### src/rtl/wts_dac_pkg.sv
// Shared types, constants and the gain-scaling helper for the wts_dsm_dac block.
package wts_dac_pkg;

    typedef enum logic [1:0] {
        PLAY     = 2'd0,
        FADE_OUT = 2'd1,
        MUTED    = 2'd2,
        FADE_IN  = 2'd3
    } wts_state_e;

    localparam logic [11:0] WTS_MIDSCALE = 12'h800;
    localparam logic [4:0]  WTS_GAIN_MAX = 5'd16;

    // Offset-binary sample times gain/16, floor-rounded, back to offset binary.
    function automatic logic [11:0] wts_scale(input logic [11:0] smp, input logic [4:0] gain);
        logic signed [11:0] s;
        logic signed [16:0] p;
        logic [11:0]        r;
        s = {~smp[11], smp[10:0]};
        p = 17'(s) * $signed({12'd0, gain});
        r = 12'(p >>> 4);
        return {~r[11], r[10:0]};
    endfunction

endpackage

### src/rtl/wts_dsm1.sv
// One channel of the first-order delta-sigma modulator: scaled-sample register,
// 12-bit accumulator and the carry-out pulse-density bit.
module wts_dsm1
    import wts_dac_pkg::*;
(
    input  logic        clk,
    input  logic        nreset,
    input  logic [11:0] scaled,
    output logic        dac
);

    logic [11:0] ff_scaled;
    logic [11:0] ff_acc;
    logic [12:0] sum;

    // The carry out of the 12-bit accumulator is the output density.
    assign sum = {1'b0, ff_acc} + {1'b0, ff_scaled};

    always_ff @(posedge clk or negedge nreset) begin
        if (!nreset) begin
            ff_scaled <= WTS_MIDSCALE;
            ff_acc    <= 12'h000;
            dac       <= 1'b0;
        end else begin
            ff_scaled <= scaled;
            ff_acc    <= sum[11:0];
            dac       <= sum[12];
        end
    end

endmodule

### src/rtl/wts_dsm_dac.sv
// Two-channel delta-sigma DAC behind the channel mixer. With WTS_DAC_FADE_EN defined
// a soft-start/soft-mute gain ramp FSM is built; otherwise mute is immediate at unity gain.
module wts_dsm_dac
    import wts_dac_pkg::*;
(
    input  logic        nreset,
    input  logic        clk,
    input  logic        sample_en,
    input  logic [11:0] left_in,
    input  logic [11:0] right_in,
    input  logic        mute,
    output logic        left_dac,
    output logic        right_dac,
    output logic        muted
);

    logic [11:0] ff_left_smp;
    logic [11:0] ff_right_smp;
    logic [4:0]  ff_gain;
    logic [11:0] left_scaled;
    logic [11:0] right_scaled;

`ifdef WTS_DAC_FADE_EN
    wts_state_e  ff_state;
    logic [4:0]  gain_up;
    logic [4:0]  gain_dn;

    assign gain_up = (ff_gain >= WTS_GAIN_MAX) ? WTS_GAIN_MAX : ff_gain + 5'd1;
    assign gain_dn = (ff_gain == 5'd0) ? 5'd0 : ff_gain - 5'd1;

    always_ff @(posedge clk or negedge nreset) begin
        if (!nreset) begin
            ff_left_smp  <= WTS_MIDSCALE;
            ff_right_smp <= WTS_MIDSCALE;
        end else if (sample_en) begin
            ff_left_smp  <= left_in;
            ff_right_smp <= right_in;
        end
    end

    // Reset lands in FADE_IN at gain 0 so the output soft-starts.
    always_ff @(posedge clk or negedge nreset) begin
        if (!nreset) begin
            ff_state <= FADE_IN;
            ff_gain  <= 5'd0;
            muted    <= 1'b0;
        end else if (sample_en) begin
            case (ff_state)
                PLAY: begin
                    if (mute) begin
                        ff_state <= FADE_OUT;
                        ff_gain  <= gain_dn;
                    end
                end
                FADE_OUT: begin
                    if (!mute) begin
                        ff_state <= FADE_IN;
                        ff_gain  <= gain_up;
                    end else begin
                        ff_gain <= gain_dn;
                        if (gain_dn == 5'd0) begin
                            ff_state <= MUTED;
                            muted    <= 1'b1;
                        end
                    end
                end
                MUTED: begin
                    if (!mute) begin
                        ff_state <= FADE_IN;
                        ff_gain  <= gain_up;
                        muted    <= 1'b0;
                    end else begin
                        ff_gain <= 5'd0;
                    end
                end
                default: begin
                    if (mute) begin
                        ff_state <= FADE_OUT;
                        ff_gain  <= gain_dn;
                    end else begin
                        ff_gain <= gain_up;
                        if (gain_up == WTS_GAIN_MAX) ff_state <= PLAY;
                    end
                end
            endcase
        end
    end
`else
    assign ff_gain = WTS_GAIN_MAX;

    // Immediate mute: the captured samples themselves are forced to silence.
    always_ff @(posedge clk or negedge nreset) begin
        if (!nreset) begin
            ff_left_smp  <= WTS_MIDSCALE;
            ff_right_smp <= WTS_MIDSCALE;
            muted        <= 1'b0;
        end else if (sample_en) begin
            ff_left_smp  <= mute ? WTS_MIDSCALE : left_in;
            ff_right_smp <= mute ? WTS_MIDSCALE : right_in;
            muted        <= mute;
        end
    end
`endif

    assign left_scaled  = wts_scale(ff_left_smp, ff_gain);
    assign right_scaled = wts_scale(ff_right_smp, ff_gain);

    wts_dsm1 u_left (
        .clk    (clk),
        .nreset (nreset),
        .scaled (left_scaled),
        .dac    (left_dac)
    );

    wts_dsm1 u_right (
        .clk    (clk),
        .nreset (nreset),
        .scaled (right_scaled),
        .dac    (right_dac)
    );

endmodule

### config.mk
export PLATFORM = sky130hd
export DESIGN_NAME = wts_dsm_dac
export DESIGN_NICKNAME = d
export VERILOG_FILES = /design/src/rtl/wts_dac_pkg.sv /design/src/rtl/wts_dsm1.sv /design/src/rtl/wts_dsm_dac.sv
export SDC_FILE = /design/constraint.sdc
export NUM_CORES = 1
export LEC_CHECK = 0
export CAP_MARGIN = 20
export CELL_PAD_IN_SITES_DETAIL_PLACEMENT = 0
export CELL_PAD_IN_SITES_GLOBAL_PLACEMENT = 2
export CORE_MARGIN = 1
export CORE_UTILIZATION = 43
export CTS_BUF_LIST = sky130_fd_sc_hd__clkbuf_8
export DETAILED_ROUTE_END_ITERATION = 7
export DONT_BUFFER_PORTS = 1
export PLACE_DENSITY = 0.85
export RECOVER_POWER = 50
export REMOVE_ABC_BUFFERS = 1
export SYNTH_ARGS = -nofsm -noshare
export SYNTH_HDL_FRONTEND = slang
export SYNTH_SLANG_ARGS = --single-unit
### constraint.sdc
create_clock -name clk -period 2.9 [get_ports clk]
set_clock_uncertainty 0.15 [all_clocks]
set_input_delay 0.58 -clock clk [delete_from_list [all_inputs] [get_ports clk]]
set_output_delay 0.58 -clock clk [all_outputs]
set_load 0.05 [all_outputs]
# ---- Yosys cells after proc, flatten, opt, wreduce, memory -nomap -nowiden
# Index checks and enable logic that the tools add are counted.
dict set report totals {
  regBits 75
  inputBits 28
  out_inout_bits 3
  wordCells 13
}
dict set report classes {
  add_sub_neg 2
  n_mux 2
}
# operator n
set op_table {}
lappend op_table {{12-bit by 12-bit adder with 13-bit output} 2}
lappend op_table {{12-bit 2-to-1 mux} 2}

# ---- Longest topological paths before layout
dict set report logic_depth {
  ltp_word 1
  depth_mapped 7
  mapped_depth_nobuf 7
}

# ---- Cells and area by module
# Synthesis repeated with hierarchy kept, for this count alone.
dict set report unflattened {
  cells_unflattened 319
  hier_area_um2 3585.9
}
# module n_inst cells_each area_per_inst_um2 seq_area_each_um2
set by_module_without_submodules {}
lappend by_module_without_submodules {wts_dsm1 2 107 1255.0 626.9}
lappend by_module_without_submodules {wts_dsm_dac 1 105 1076.0 628.1}

# ---- Worst setup path before layout
# OpenSTA, ideal clock, no wires.
dict set report synth_path {
  path_type {register to register}
  startpoint {register u_left.ff_acc[0]}
  endpoint {register u_left.ff_acc[8]}
  setup_ps 124
  arrival_ps 1797
  required_ps 2626
  setup_slack_ps 829
  stages_incl_launch_ff 8
  n_path_buf 0
  path_cell_list {dfrtp_1 > ha_1 > fa_1 > a21oi_1 > o211ai_1 > a21oi_1 > o21ai_0 > xnor2_1}
}
dict set report synth_between {
  elab_chain_cells 1
}
# item line
set synth_lines {}
lappend synth_lines {{start: declaration} wts_dsm1.sv:13} ;# logic [11:0] ff_acc;
lappend synth_lines {{start signal: assignment} wts_dsm1.sv:26} ;# ff_acc <= sum[11:0];
lappend synth_lines {{12-bit by 12-bit adder with 13-bit output} wts_dsm1.sv:17} ;# assign sum = {1'b0, ff_acc} + {1'b0, ff_scaled};
lappend synth_lines {{via u_left.sum[8]} wts_dsm1.sv:14} ;# logic [12:0] sum;
# The timed path passes the listed nets, and every way through them passes these cells.
# A chain may end at the register's enable or synchronous reset.

# ---- Worst setup path in the final report
# Same ends and word-level chain as after synthesis.

==> tab_implementation.tex <==
\begin{tabular}{lr}
\hline
Metric & Value \\
\hline
\multicolumn{2}{l}{\textbf{Status}} \\
\quad Outcome & complete, no violations \\
\multicolumn{2}{l}{\textbf{Final layout}} \\
\quad Footprint of the multi-input gates & between 0.001 and 0.0015 mm\^{}2 \\
\quad Register cell area after layout & approximately 0.0019 mm\^{}2 \\
\quad Number of nets in the layout & between 300 and 400 \\
\quad Final core occ & 0.487 \\
\quad Diodes inserted & 0 \\
\quad Area of all placed cells without fillers & 0.00377 mm\^{}2 \\
\quad Post-synthesis to final-layout area growth & 9.49\% \\
\quad Fill cell instance count of the final layout & 715 \\
\quad Layout cells sized above 1 & 0.0683 \\
\multicolumn{2}{l}{\textbf{Critical path}} \\
\quad WP data arrival & 2.34 ns \\
\quad Required time at the endpoint of the critical path & approximately 3 ns \\
\quad Most frequent cell on the critical path & a21oi\_1 \\
\quad Largest fanout on the critical path & 3 \\
\quad Critical path class & reg2reg \\
\quad Worst Setup End Kind & flip-flop \\
\quad Crit start category & flip-flop \\
\quad Slowest stage cell on the critical path & fa\_1 \\
\quad Worst stage delay on the critical path & about 0.4 ns \\
\quad CP Buf/Inv Count & 0 \\
\quad Critical path, cell by cell & ha\_1 > fa\_1 > a21oi\_1 > o211ai\_1 > a21oi\_1 > o21ai\_0 > xnor2\_1 \\
\quad Cell family with most CP delay & compound AO/OA/AOI/OAI gates \\
\multicolumn{2}{l}{\textbf{Route}} \\
\quad ANT nets after route & 0 \\
\quad Detailed Routing Iterations Pass 1 & 6 \\
\quad Length of routed met2 wiring & roughly 2500 um \\
\quad Residual DRC count & 0 \\
\quad Detailed router's first-iteration violation count & 85 \\
\quad Total routed wirelength & between 5000 and 6000 um \\
\quad Via total after detailed routing & $\sim$2100 \\
\quad Top routing layer in use & met4 \\
\quad Vias per cell & 5.06 \\
\quad Routed met1 length & between 2000 and 3000 um \\
\quad Met3 Routed Length & about 280 um \\
\quad Average detailed-routed wire length per instance & 13.5 um \\
\multicolumn{2}{l}{\textbf{Clock tree}} \\
\quad Clock tree sinks & between 70 and 80 \\
\quad H-Tree Depth & 3 \\
\quad Register clock-pin slew on the reported worst setup and hold paths & 0.08 ns \\
\quad Clock tree root buffer cell & clkbuf\_8 \\
\quad Number of buffers added for setup after CTS & 0 \\
\quad Number of buffers created by CTS & 9 \\
\quad CTS resizes & 0 \\
\quad Quantity of hold-fixing buffers added after cts & 2 \\
\quad TritonCTS clock tree & yes \\
\quad Clock network latency to the later pin of the worst-skew pair & 0.35 ns \\
\quad Worst-case clock buffer depth & 2 \\
\multicolumn{2}{l}{\textbf{Timing}} \\
\quad Period Utilization, post-route & 0.778 \\
\quad Actual slew at the worst max-slew pin & between 0.4 and 0.5 ns \\
\quad Hold Fails Final Rpt & 0 \\
\quad Minimum clock period after layout & 2.26 ns \\
\quad Final Slew Violations & 0 \\
\quad Worst slew slack as a fraction of its limit & 0.669 \\
\quad Final setup viols & 0 \\
\quad Highest attainable clock frequency & between 400 and 500 MHz \\
\quad Worst Slack Setup Final & 0.644 ns \\
\quad Setup repair after global routing missed its margin & false \\
\quad Final TNS setup & 0 ns \\
\multicolumn{2}{l}{\textbf{Power}} \\
\quad Part of the power in combinational logic & 0.353 \\
\quad Power density over cell area & around 900 mW/mm\^{}2 \\
\quad Cell leakage power & 1.72 nW \\
\quad Max rail drop VDD & $\sim$370 uV \\
\quad Sequential share of power & 0.416 \\
\quad Clk pwr share & 0.231 \\
\quad PnR Total Power & 0.00347 W \\
\quad Internal cell power & roughly 0.0022 W \\
\quad Switching power & between 0.001 and 0.0015 W \\
\quad Fraction of power spent switching nets & 0.353 \\
\multicolumn{2}{l}{\textbf{Synthesis}} \\
\quad Yosys warns & 0 \\
\quad Number of synthesized register bits & 75 \\
\quad Fraction of synthesis flops using an asynchronous set or reset pin & 1.00 \\
\quad Unique cell type count in the Yosys netlist & 40 \\
\quad Post-synthesis instance total & around 310 \\
\quad Ys flop type & dfrtp\_1 \\
\quad Number of enable-type register cells in the synthesized netlist & 0 \\
\quad Total standard cell area after synthesis & between 0.003 and 0.004 mm\^{}2 \\
\quad Proportion of synthesized chip area in sequential cells & 0.547 \\
\quad Average cell area after synthesis & 11.0 um\^{}2 \\
\multicolumn{2}{l}{\textbf{Global routing}} \\
\quad Total global routing track utilization & 0.152 \\
\quad Vias in the first global route & about 2100 \\
\quad Largest net degree at the start of global routing & between 70 and 80 \\
\quad Total congestion overflow after global routing & 0 \\
\quad Number of antenna violations at the first check in global routing & 0 \\
\quad Wire length of the first global-routing pass & $\sim$10000 um \\
\multicolumn{2}{l}{\textbf{Placed design}} \\
\quad Placed cell area & roughly 0.0035 mm\^{}2 \\
\quad Routability cong. & 0.793 \\
\quad HPWL reported at the end of detailed placement & approximately 3700 um \\
\quad Dpl ws & 0.650 ns \\
\quad Buffers added on ports & 0 \\
\multicolumn{2}{l}{\textbf{Floorplan}} \\
\quad Die width & roughly 91 um \\
\quad Number of I/O pins & 31 \\
\quad Row count & 32 \\
\quad Floorplan Core Area & a little under 0.008 mm\^{}2 \\
\quad Area of the die & 0.00836 mm\^{}2 \\
\quad Die height & approximately 90 um \\
\quad Starting Density & 0.445 \\
\multicolumn{2}{l}{\textbf{Worst hold path}} \\
\quad Worst Hold Class & in2reg \\
\multicolumn{2}{l}{\textbf{Flow run}} \\
\quad Number of maximum-capacitance violations & 0 \\
\hline
\end{tabular}
[power groups by stage]
stage                     combinational [W]  sequential [W]  clock, W
after floorplan                    0.000997         0.00145         0
after global placement              0.00118         0.00146         0
after detailed placement            0.00120         0.00147         0
after CTS                           0.00123         0.00145  0.000835
after global routing                0.00140         0.00147  0.000870
final                               0.00122         0.00145  0.000801
[synth_stat cells (4+ instances only)]
| master | number | area (um^2) |
|---|---|---|
| ha_1 | 24 | 300 |
| nand3_1 | 7 | 35.0 |
| dfstp_2 | 4 | 105 |
| inv_1 | 30 | 113 |
| nor2_1 | 17 | 63.8 |
| o21ai_0 | 33 | 165 |
| a21oi_1 | 17 | 85.1 |
| nand2_1 | 17 | 63.8 |
| xnor2_1 | 10 | 87.6 |
| a211oi_1 | 4 | 30.0 |
| clkbuf_1 | 8 | 30.0 |
| dfrtp_1 | 71 | 1780 |
| nand3b_1 | 24 | 180 |
| a21o_1 | 6 | 45.0 |
[cell type report]
type                    count  area share
inverters                  30      0.0299
multi-input cells         199       0.374
repair buffers              2     0.00997
clock inverters             7      0.0199
flip-flops and latches     75       0.500
well taps                 102      0.0339
clock buffers               9      0.0329
[flip-flops by register name (all words and copies together) (netlist names)]
| register | flops |
|---|---|
| ff_left_smp | 12 |
| ff_right_smp | 12 |
| muted | 1 |
| u_left.dac | 1 |
| u_left.ff_acc | 12 |
| u_left.ff_scaled | 12 |
| u_right.dac | 1 |
| u_right.ff_acc | 12 |
| u_right.ff_scaled | 12 |
[layout by cell type, fill, tap and decap left out, types with 4 or more instances in the layout]
| master | netlist | routed |
|---|---|---|
| inv_1 | 30 | 31 |
| nor2_1 | 17 | 17 |
| ha_1 | 24 | 24 |
| a21o_1 | 6 | 6 |
| xnor2_1 | 10 | 10 |
| o21ai_0 | 33 | 33 |
| nand3_1 | 7 | 7 |
| a21oi_1 | 17 | 17 |
| nand2_1 | 17 | 17 |
| dfrtp_1 | 71 | 71 |
| a211oi_1 | 4 | 4 |
| clkbuf_8 | 0 | 9 |
| nand3b_1 | 24 | 24 |
[stage by stage]
stage / hold slack (ns) / cells
after floorplan: 0.134 / 304
after global placement: 0.136 / 406
after detailed placement: 0.137 / 406
after CTS: 0.118 / 424
after global routing: 0.115 / 424
final: 0.139 / 424
[routing by layer]
layer | GRT usage | vias to the layer above
met2 | 0.231 | 35
li1 | - | 1100
met1 | 0.203 | 1004
met5 | 0 | -
met4 | 0.0476 | 0
met3 | 0.0570 | 7
[cells by family after synthesis]
kind of cell    synth area share
buf+inv                   0.0437
xor+xnor                  0.0331
fa+ha+maj                 0.0989
mux                      0.00909
simple gates               0.127
compound gates             0.141
flops                      0.547
[final timing paths]
kind	from	endpoint	slack (ns)	depth (start not counted)
min in group asynchronous	nreset	u_left.ff_scaled[2]$_DFF_PN0_	0.65	2
min reg2reg	ff_right_smp[0]$_DFFE_PN0P_	u_right.ff_scaled[0]$_DFF_PN0_	0.23	0
min	sample_en	ff_left_smp[11]$_DFFE_PN1P_	0.14	1
max in group asynchronous	nreset	u_left.ff_scaled[11]$_DFF_PN1_	1.62	2
max reg2reg	u_left.ff_acc[0]$_DFF_PN0_	u_left.ff_acc[8]$_DFF_PN0_	0.64	7
max	u_left.ff_acc[0]$_DFF_PN0_	u_left.ff_acc[8]$_DFF_PN0_	0.64	7
Note: power is estimated with default switching activity, not from simulation.
